[config.mk]
export PLATFORM = sky130hd
export DESIGN_NAME = multicycle_proc
export DESIGN_NICKNAME = d
export VERILOG_FILES = /design/src/rtl/multicycle_pkg.sv /design/src/rtl/multicycle_regfile.sv /design/src/rtl/multicycle_proc.sv
export SDC_FILE = /design/constraint.sdc
export NUM_CORES = 2
export LEC_CHECK = 0
export CELL_PAD_IN_SITES_DETAIL_PLACEMENT = 1
export CELL_PAD_IN_SITES_GLOBAL_PLACEMENT = 1
export CORE_UTILIZATION = 45
export CTS_CLUSTER_DIAMETER = 150
export DETAILED_ROUTE_END_ITERATION = 6
export HOLD_SLACK_MARGIN = 0.08
export PLACE_DENSITY_LB_ADDON = 0.3
export SLEW_MARGIN = 40
export SYNTH_ARGS = -nofsm -noshare
export SYNTH_HDL_FRONTEND = slang
export SYNTH_SLANG_ARGS = --single-unit
export TNS_END_PERCENT = 30
[constraint.sdc]
create_clock -name CLK -period 13.8 [get_ports CLK]
set_input_delay 2.76 -clock CLK [delete_from_list [all_inputs] [get_ports CLK]]
set_output_delay 2.76 -clock CLK [all_outputs]
set_load 0.005 [all_outputs]
[src/rtl/multicycle_pkg.sv]
// Shared types and helpers for the multicycle LEGv8 core.
// Holds the FSM state enum, opcode constants, ALU control codes,
// sign-extend select codes, fault codes, and the ALU / sign-extender
// helper functions used by the datapath.
package multicycle_pkg;

  typedef enum logic [2:0] {
    IDLE, FETCH, DECODE, EXECUTE, MEM, WB, FAULT
  } state_e;

  typedef enum logic [3:0] {
    OP_LDUR, OP_STUR, OP_ADD, OP_SUB, OP_AND, OP_ORR,
    OP_CBZ, OP_B, OP_MOVZ, OP_ILLEGAL
  } op_e;

  // Full 11-bit opcodes and the fixed prefixes of the shorter encodings.
  localparam logic [10:0] OPC_LDUR      = 11'b11111000010;
  localparam logic [10:0] OPC_STUR      = 11'b11111000000;
  localparam logic [10:0] OPC_ADD       = 11'b10001011000;
  localparam logic [10:0] OPC_SUB       = 11'b11001011000;
  localparam logic [10:0] OPC_AND       = 11'b10001010000;
  localparam logic [10:0] OPC_ORR       = 11'b10101010000;
  localparam logic [7:0]  OPC_CBZ_PFX   = 8'b10110100;
  localparam logic [5:0]  OPC_B_PFX     = 6'b000101;
  localparam logic [8:0]  OPC_MOVZ_PFX  = 9'b110100101;

  localparam logic [4:0]  XZR = 5'd31;

  typedef enum logic [2:0] {
    ALU_ADD, ALU_SUB, ALU_AND, ALU_ORR, ALU_PASSB
  } alu_ctrl_e;

  typedef enum logic [1:0] {
    SE_D,   // imm9  IR[20:12]
    SE_CB,  // imm19 IR[23:5]
    SE_B,   // imm26 IR[25:0]
    SE_IW   // imm16 IR[20:5] shifted by hw*16, zero-extended
  } se_sel_e;

  typedef enum logic [1:0] {
    FC_NONE    = 2'b00,
    FC_ILLEGAL = 2'b01,
    FC_TIMEOUT = 2'b10
  } fault_code_e;

  function automatic op_e decode_op(input logic [10:0] opc);
    op_e op;
    op = OP_ILLEGAL;
    if      (opc == OPC_LDUR)              op = OP_LDUR;
    else if (opc == OPC_STUR)              op = OP_STUR;
    else if (opc == OPC_ADD)               op = OP_ADD;
    else if (opc == OPC_SUB)               op = OP_SUB;
    else if (opc == OPC_AND)               op = OP_AND;
    else if (opc == OPC_ORR)               op = OP_ORR;
    else if (opc[10:3] == OPC_CBZ_PFX)     op = OP_CBZ;
    else if (opc[10:5] == OPC_B_PFX)       op = OP_B;
    else if (opc[10:2] == OPC_MOVZ_PFX)    op = OP_MOVZ;
    return op;
  endfunction

  function automatic alu_ctrl_e alu_ctrl_of(input op_e op);
    case (op)
      OP_SUB:  return ALU_SUB;
      OP_AND:  return ALU_AND;
      OP_ORR:  return ALU_ORR;
      OP_MOVZ: return ALU_PASSB;
      default: return ALU_ADD;
    endcase
  endfunction

  function automatic se_sel_e se_sel_of(input op_e op);
    case (op)
      OP_CBZ:  return SE_CB;
      OP_B:    return SE_B;
      OP_MOVZ: return SE_IW;
      default: return SE_D;
    endcase
  endfunction

  function automatic logic [63:0] sign_extend(input se_sel_e sel, input logic [31:0] ir);
    case (sel)
      SE_CB:   return {{45{ir[23]}}, ir[23:5]};
      SE_B:    return {{38{ir[25]}}, ir[25:0]};
      SE_IW:   return 64'(ir[20:5]) << {ir[22:21], 4'b0000};
      default: return {{55{ir[20]}}, ir[20:12]};
    endcase
  endfunction

  function automatic logic [63:0] alu(input alu_ctrl_e ctrl, input logic [63:0] a,
                                      input logic [63:0] b);
    case (ctrl)
      ALU_SUB:   return a - b;
      ALU_AND:   return a & b;
      ALU_ORR:   return a | b;
      ALU_PASSB: return b;
      default:   return a + b;
    endcase
  endfunction

endpackage

[src/rtl/multicycle_regfile.sv]
// 32 x 64-bit register file: two asynchronous read ports, one write port
// updated on the rising clock edge. X31 is hard-wired to zero.
// Ports:
//   clk_i              clock
//   we_i/waddr_i/wdata_i  write port (writes to X31 are dropped)
//   raddr1_i/rdata1_o  read port 1
//   raddr2_i/rdata2_o  read port 2
module multicycle_regfile
  import multicycle_pkg::*;
(
  input  logic        clk_i,
  input  logic        we_i,
  input  logic [4:0]  waddr_i,
  input  logic [63:0] wdata_i,
  input  logic [4:0]  raddr1_i,
  output logic [63:0] rdata1_o,
  input  logic [4:0]  raddr2_i,
  output logic [63:0] rdata2_o
);

  logic [63:0] regs_q [0:31];

  // NOTE: the storage array has no reset; architectural registers survive a
  // core reset, and leaving it out keeps this a plain RAM-style array.
  // Non-blocking assignment is used because this is clocked state.
  always_ff @(posedge clk_i) begin
    if (we_i && waddr_i != XZR) begin
      regs_q[waddr_i] <= wdata_i;
    end
  end

  assign rdata1_o = (raddr1_i == XZR) ? 64'd0 : regs_q[raddr1_i];
  assign rdata2_o = (raddr2_i == XZR) ? 64'd0 : regs_q[raddr2_i];

endmodule

[src/rtl/multicycle_proc.sv]
// Multicycle LEGv8 core with one shared req/ack memory port for fetch and
// data. Each instruction walks FETCH -> DECODE -> EXECUTE -> (MEM) -> (WB).
// Illegal opcodes and bus timeouts park the core in a sticky FAULT state.
// Optional macro MULTICYCLE_PERF_EN adds cycle_count / instr_count outputs.
// Ports:
//   CLK, resetl         clock, async active-low reset
//   startpc             PC loaded on the first cycle after reset release
//   currentpc, dmemout  architectural PC, last register write-back value
//   mem_req/we/addr/wdata, mem_rdata, mem_ack   unified memory handshake
//   retire              one-cycle pulse per completed instruction
//   fault, fault_code   sticky fault flag and cause
module multicycle_proc
  import multicycle_pkg::*;
#(
  parameter int ADDR_W      = 64,
  parameter int MEM_TIMEOUT = 256
) (
  input  logic              CLK,
  input  logic              resetl,
  input  logic [63:0]       startpc,
  output logic [63:0]       currentpc,
  output logic [63:0]       dmemout,
  output logic              mem_req,
  output logic              mem_we,
  output logic [ADDR_W-1:0] mem_addr,
  output logic [63:0]       mem_wdata,
  input  logic [63:0]       mem_rdata,
  input  logic              mem_ack,
  output logic              retire,
  output logic              fault,
  output logic [1:0]        fault_code
`ifdef MULTICYCLE_PERF_EN
  ,
  output logic [31:0]       cycle_count,
  output logic [31:0]       instr_count
`endif
);

  state_e            state_q;
  op_e               op_q;
  logic [63:0]       pc_q, a_q, b_q, imm_q, alu_out_q, mdr_q, dmemout_q, mem_wdata_q;
  logic [31:0]       ir_q, tmo_q;
  logic              mem_req_q, mem_we_q, retire_q, fault_q;
  logic [ADDR_W-1:0] mem_addr_q;
  fault_code_e       fault_code_q;

  op_e         op_dec;
  logic [4:0]  rd2_addr;
  logic [63:0] rdata1, rdata2, imm_dec, alu_b, alu_res;
  logic [63:0] pc_plus4, exec_pc, wb_data, wb_pc;
  logic        timeout_hit;

  // NOTE: every always_comb output gets a value on every path (here by
  // unconditional assignment) so no latch is inferred.
  always_comb begin
    op_dec   = decode_op(ir_q[31:21]);
    // STUR and CBZ read their second operand from the Rt field.
    rd2_addr = (op_dec == OP_STUR || op_dec == OP_CBZ) ? ir_q[4:0] : ir_q[20:16];
    imm_dec  = sign_extend(se_sel_of(op_dec), ir_q);
    alu_b    = (op_q inside {OP_LDUR, OP_STUR, OP_MOVZ}) ? imm_q : b_q;
    alu_res  = alu(alu_ctrl_of(op_q), a_q, alu_b);
    pc_plus4 = pc_q + 64'd4;
    exec_pc  = (op_q == OP_B || (op_q == OP_CBZ && b_q == 64'd0))
               ? pc_q + (imm_q << 2) : pc_plus4;
    wb_data  = (op_q == OP_LDUR) ? mdr_q : alu_out_q;
    // R-type/MOVZ already advanced the PC in EXECUTE; loads advance here.
    wb_pc    = (op_q == OP_LDUR) ? pc_plus4 : pc_q;
    timeout_hit = (MEM_TIMEOUT != 0) && (tmo_q == 32'(MEM_TIMEOUT - 1));
  end

  multicycle_regfile u_regfile (
    .clk_i    (CLK),
    .we_i     (state_q == WB),
    .waddr_i  (ir_q[4:0]),
    .wdata_i  (wb_data),
    .raddr1_i (ir_q[9:5]),
    .rdata1_o (rdata1),
    .raddr2_i (rd2_addr),
    .rdata2_o (rdata2)
  );

  // Outputs are registered: every transition into FETCH/MEM also sets up the
  // request so mem_req is high in the very first cycle of those states.
  always_ff @(posedge CLK or negedge resetl) begin
    if (!resetl) begin
      state_q      <= IDLE;
      op_q         <= OP_ADD;
      pc_q         <= '0;
      ir_q         <= '0;
      a_q          <= '0;
      b_q          <= '0;
      imm_q        <= '0;
      alu_out_q    <= '0;
      mdr_q        <= '0;
      tmo_q        <= '0;
      mem_req_q    <= 1'b0;
      mem_we_q     <= 1'b0;
      mem_addr_q   <= '0;
      mem_wdata_q  <= '0;
      retire_q     <= 1'b0;
      fault_q      <= 1'b0;
      fault_code_q <= FC_NONE;
      dmemout_q    <= '0;
    end else begin
      retire_q <= 1'b0;
      unique case (state_q)
        IDLE: begin
          pc_q       <= startpc;
          state_q    <= FETCH;
          mem_req_q  <= 1'b1;
          mem_we_q   <= 1'b0;
          mem_addr_q <= ADDR_W'(startpc);
          tmo_q      <= '0;
        end
        FETCH: begin
          if (mem_ack) begin
            ir_q      <= mem_rdata[31:0];
            mem_req_q <= 1'b0;
            state_q   <= DECODE;
          end else if (timeout_hit) begin
            mem_req_q    <= 1'b0;
            fault_q      <= 1'b1;
            fault_code_q <= FC_TIMEOUT;
            state_q      <= FAULT;
          end else begin
            tmo_q <= tmo_q + 32'd1;
          end
        end
        DECODE: begin
          if (op_dec == OP_ILLEGAL) begin
            fault_q      <= 1'b1;
            fault_code_q <= FC_ILLEGAL;
            state_q      <= FAULT;
          end else begin
            a_q     <= rdata1;
            b_q     <= rdata2;
            imm_q   <= imm_dec;
            op_q    <= op_dec;
            state_q <= EXECUTE;
          end
        end
        EXECUTE: begin
          alu_out_q <= alu_res;
          if (op_q == OP_B || op_q == OP_CBZ) begin
            pc_q       <= exec_pc;
            retire_q   <= 1'b1;
            state_q    <= FETCH;
            mem_req_q  <= 1'b1;
            mem_we_q   <= 1'b0;
            mem_addr_q <= ADDR_W'(exec_pc);
            tmo_q      <= '0;
          end else if (op_q == OP_LDUR || op_q == OP_STUR) begin
            state_q     <= MEM;
            mem_req_q   <= 1'b1;
            mem_we_q    <= (op_q == OP_STUR);
            mem_addr_q  <= ADDR_W'(alu_res);
            mem_wdata_q <= b_q;
            tmo_q       <= '0;
          end else begin
            pc_q    <= pc_plus4;
            state_q <= WB;
          end
        end
        MEM: begin
          if (mem_ack) begin
            mem_we_q <= 1'b0;
            if (op_q == OP_STUR) begin
              pc_q       <= pc_plus4;
              retire_q   <= 1'b1;
              state_q    <= FETCH;
              mem_req_q  <= 1'b1;
              mem_addr_q <= ADDR_W'(pc_plus4);
              tmo_q      <= '0;
            end else begin
              mdr_q     <= mem_rdata;
              mem_req_q <= 1'b0;
              state_q   <= WB;
            end
          end else if (timeout_hit) begin
            mem_req_q    <= 1'b0;
            mem_we_q     <= 1'b0;
            fault_q      <= 1'b1;
            fault_code_q <= FC_TIMEOUT;
            state_q      <= FAULT;
          end else begin
            tmo_q <= tmo_q + 32'd1;
          end
        end
        WB: begin
          dmemout_q  <= wb_data;
          pc_q       <= wb_pc;
          retire_q   <= 1'b1;
          state_q    <= FETCH;
          mem_req_q  <= 1'b1;
          mem_we_q   <= 1'b0;
          mem_addr_q <= ADDR_W'(wb_pc);
          tmo_q      <= '0;
        end
        FAULT: begin
          state_q <= FAULT;
        end
        default: begin
          state_q <= FAULT;
        end
      endcase
    end
  end

  assign currentpc  = pc_q;
  assign dmemout    = dmemout_q;
  assign mem_req    = mem_req_q;
  assign mem_we     = mem_we_q;
  assign mem_addr   = mem_addr_q;
  assign mem_wdata  = mem_wdata_q;
  assign retire     = retire_q;
  assign fault      = fault_q;
  assign fault_code = fault_code_q;

`ifdef MULTICYCLE_PERF_EN
  logic [31:0] cycle_count_q, instr_count_q;

  // Both counters saturate rather than wrap.
  always_ff @(posedge CLK or negedge resetl) begin
    if (!resetl) begin
      cycle_count_q <= '0;
      instr_count_q <= '0;
    end else begin
      if (state_q != IDLE && state_q != FAULT && cycle_count_q != 32'hFFFF_FFFF) begin
        cycle_count_q <= cycle_count_q + 32'd1;
      end
      if (retire_q && instr_count_q != 32'hFFFF_FFFF) begin
        instr_count_q <= instr_count_q + 32'd1;
      end
    end
  end

  assign cycle_count = cycle_count_q;
  assign instr_count = instr_count_q;
`endif

endmodule

==> results.py <==
metrics = {
    "power": {
        "ir_worst_vdd_mv": 0.2037,
        "p_leak_nw": 54.32,
        "finalPower_mw": 43.24,
        "p_per_area_nw_per_um2": 279.3,
    },
    "routing": {
        "drtIter0Drc": 12640,
        "wl_um": 519500,
        "vias": 93930,
        "ant_nets": 0,
        "wl_per_cell_um": 38.31,
        "routed_via_density": 6.927,
        "dr.pass1.iters": 6,
        "drc": 0,
    },
    "die": {
        "rows": 200,
        "die_area_um2": 302700,
        "dieHeight_um": 550.2,
        "core_um2": 297800,
        "die_x_um": 550.2,
        "ioPinCount": 393,
        "start_util_pct": 45.41,
    },
    "yosys": {
        "synth_top_area_share_pct": 45.48,
        "synthFlopType": "edfxtp_1",
        "yosysWarnings": 0,
        "ys_async_sr_fraction_pct": 24.18,
        "syn_avg_cell_area_um2": 14.99,
        "synth_seq_area_share_pct": 57.56,
        "netlist_area_um2": 135200,
        "postSynthCellCount": 9020,
        "ys_types": 90,
        "synth_top_area_cell": "edfxtp_1",
        "synth-edff-count": 2048,
        "synth-seq-cells": 2701,
        "synth_area_leaders": "edfxtp_1 (45%), mux4_2 (19%), dfrtp_1 (12%)",
    },
    "min_path": {
        "hold_path_end": "fault",
        "holdCritPathClass": "register to register",
        "worst_hold_startpoint": "fault",
        "hold_path_depth": 1,
    },
    "layout": {
        "utilization_pct": 51.99,
        "multi_input_area_um2": 55540,
        "area_growth_pct": 14.49,
        "final_area_um2": 154800,
        "drive_gt1_share_pct": 23.41,
        "seq_area_um2": 77860,
        "fin_nets": 9615,
        "fillCellCount": 28240,
    },
    "sta": {
        "max_freq_mhz": 125.2,
        "period_share_pct": 57.88,
        "worst_slew_pin_slew_ps": 933.2,
        "slew_headroom_pct": 36.01,
        "hold_ws_ps": 466.0,
        "finalHoldViolCount": 0,
        "slew_violations": 0,
        "clock_skew_ps": 82.09,
        "fin_crit_ps": 7987,
        "setup_viol": 0,
        "setup_tns_ps": 0,
        "rsz0062_at_grt": "no",
    },
    "cts": {
        "clock_sinks": 2701,
        "cts-root-buf": "clkbuf_16",
        "cts_resized": 0,
        "clk_latency_ps": 950,
        "clockBufferDepth": 4,
        "ctsHoldBuffers": 0,
        "cts_setup_buffers": 0,
        "cts_tree": "yes",
        "ctsHtreeMaxLevel": 5,
        "path_clk_slew_ps": 60,
        "cts_buffers": 294,
    },
    "placement": {
        "place.gp.congestion": 0.9401,
        "place_hpwl_um": 335700,
        "portBuffers": 392,
        "dpl_cell_area_um2": 144700,
    },
    "critical_path": {
        "cp.required_ps": 14660,
        "rr_endpoint": "mem_addr[61]",
        "path_class": "register to register",
        "r2r_slack_ps": 5810,
        "critical_path_arrival_ps": 8850,
        "cp-start-kind": "register",
        "timing.rr.start": "op_q[0]",
        "rr_worst_depth": 26,
        "worstPathMaxFanout": 44,
        "end_kind": "register",
    },
    "global_routing": {
        "antenna_found_initial": 40,
        "grt_pass1_wl_um": 733300,
        "grt_use_total_pct": 34.13,
        "grt_max_degree": 121,
        "grt_pass1_vias": 95630,
        "gr-total-overflow": 0,
    },
    "flow_run": {
        "cap_violations": 0,
    },
    "status": {
        "status": "completed",
    },
}
## critical path: stages (launching register included)
cell,delay [ps]
dfrtp_1,360
buf_4,220
a211oi_4,220
buf_4,600
mux2_2,460
and4bb_1,320
and2_1,270
and3b_1,320
and4_1,370
o21a_1,240
and3_1,270
o21ai_0,120
nand2_1,90
xnor2_1,160
ha_1,360
a21oi_1,280
o21ai_1,140
a2111oi_0,660
buf_4,230
inv_1,60
or3_1,400
a41oi_1,670
o31ai_1,270
a31oi_1,260
xnor2_1,190
o221ai_1,140
o211ai_1,210
## cell families (layout without fill, tap and decap cells)
group                      after synthesis  after routing  share of synthesized area, %
DFF                                   2701           2701                         57.56
other                                    1             85                      0.002773
xor gates and xnor gates               300            300                         1.953
muxes                                 1705           1705                         23.54
adders and majority gates              127            127                         1.186
buffers and inverters                  712           1229                         2.041
AOI/OAI and AO/OA                     1608           1608                         7.574
and+or+nand+nor                       1866           1866                         6.138
## cell type report
class | instances | area share [%]
Antenna cell | 21 | 0.03394
Clock inverter | 137 | 1.081
Multi-Input combinational cell | 5670 | 35.87
Sequential cell | 2701 | 50.29
Timing Repair Buffer | 638 | 4.144
Clock buffer | 402 | 5.268
Inverter | 52 | 0.1261
Tap cell | 3939 | 3.183
## where the power goes
part,switching [mW],leakage [nW],internal (mW)
Clock,3.47,4.80,4.69
Combinational,13.4,22.5,7.95
Sequential,1.71,27.0,12.0
Total,18.6,54.3,24.6
## flip-flops by register name, indices dropped and copies added, names as in the netlist, 32 cells and up
| name | count |
|---|---|
| alu_out_q | 64 |
| ir_q | 32 |
| b_q | 64 |
| dmemout | 64 |
| u_regfile.regs_q | 2048 |
| mem_addr | 64 |
| a_q | 64 |
| currentpc | 64 |
| mem_wdata | 64 |
| mdr_q | 64 |
| tmo_q | 32 |
| imm_q | 64 |
## layer usage
metal,part of all wire (%),GRT usage [%],vias up
met5,0.017,0,-
met4,5.8,17.92,12
met2,46,52.83,6351
met1,37,44.90,49630
li1,-,-,36740
met3,11,8.181,1196
## per-stage QoR
stage	setup slack (ps)	instances
2_1_floorplan	8003	9083
3_3_place_gp	5711	12980
3_5_place_dp	5812	12990
4_1_cts	5796	13530
5_1_grt	5528	13550
6_report	5813	13560
## synth_stat cells (all sizes together), types with 13 or more instances
cell	count
ha	125
or3	30
and2	18
nor3	88
a31oi	108
nand2	820
nor2b	99
or4	16
nand3	96
inv	52
o211ai	95
a221oi	27
and3	41
a21o	59
xnor2	148
nor2	493
o22ai	18
o221ai	15
dfrtp	652
o21ai	380
mux2i	271
nand4	61
a22oi	52
a21boi	14
clkbuf	474
o31ai	18
o21a	30
and4	13
edfxtp	2048
a21oi	442
nor4	32
a211oi	151
xor2	151
o21bai	40
nand2b	21
mux4	1152
buf	186
mux2	282
a221o	49
## how the worst max path moves through the flow
stage	to	start	slack, ps	depth (start not counted)
finish	mem_addr[61]	op_q[0]	5810	26
floorplan	mem_addr[61]	op_q[0]	8000	23
global placement	mem_addr[61]	op_q[0]	5710	26
detailed placement	mem_addr[61]	op_q[3]	5810	25
CTS	mem_addr[61]	op_q[0]	5800	26
global route	mem_addr[61]	op_q[3]	5530	25
## layout by cell type, fill, tap and decap left out, drive strengths merged, types with 27 or more instances in the layout
cell	synthesis	final
edfxtp	2048	2048
mux4	1152	1152
nand2	820	820
dfrtp	652	652
nor2	493	493
a21oi	442	442
clkbuf	474	402
clkdlybuf4s50	0	391
o21ai	380	380
mux2	282	282
mux2i	271	271
buf	186	247
xor2	151	151
a211oi	151	151
xnor2	148	148
ha	125	125
a31oi	108	108
nor2b	99	99
nand3	96	96
o211ai	95	95
clkinv	0	89
nor3	88	88
inv	52	67
conb	1	64
nand4	61	61
a21o	59	59
a22oi	52	52
a221o	49	49
and3	41	41
o21bai	40	40
nor4	32	32
or3	30	30
o21a	30	30
bufinv	0	27
a221oi	27	27
Power figures use the tool's default switching activity.
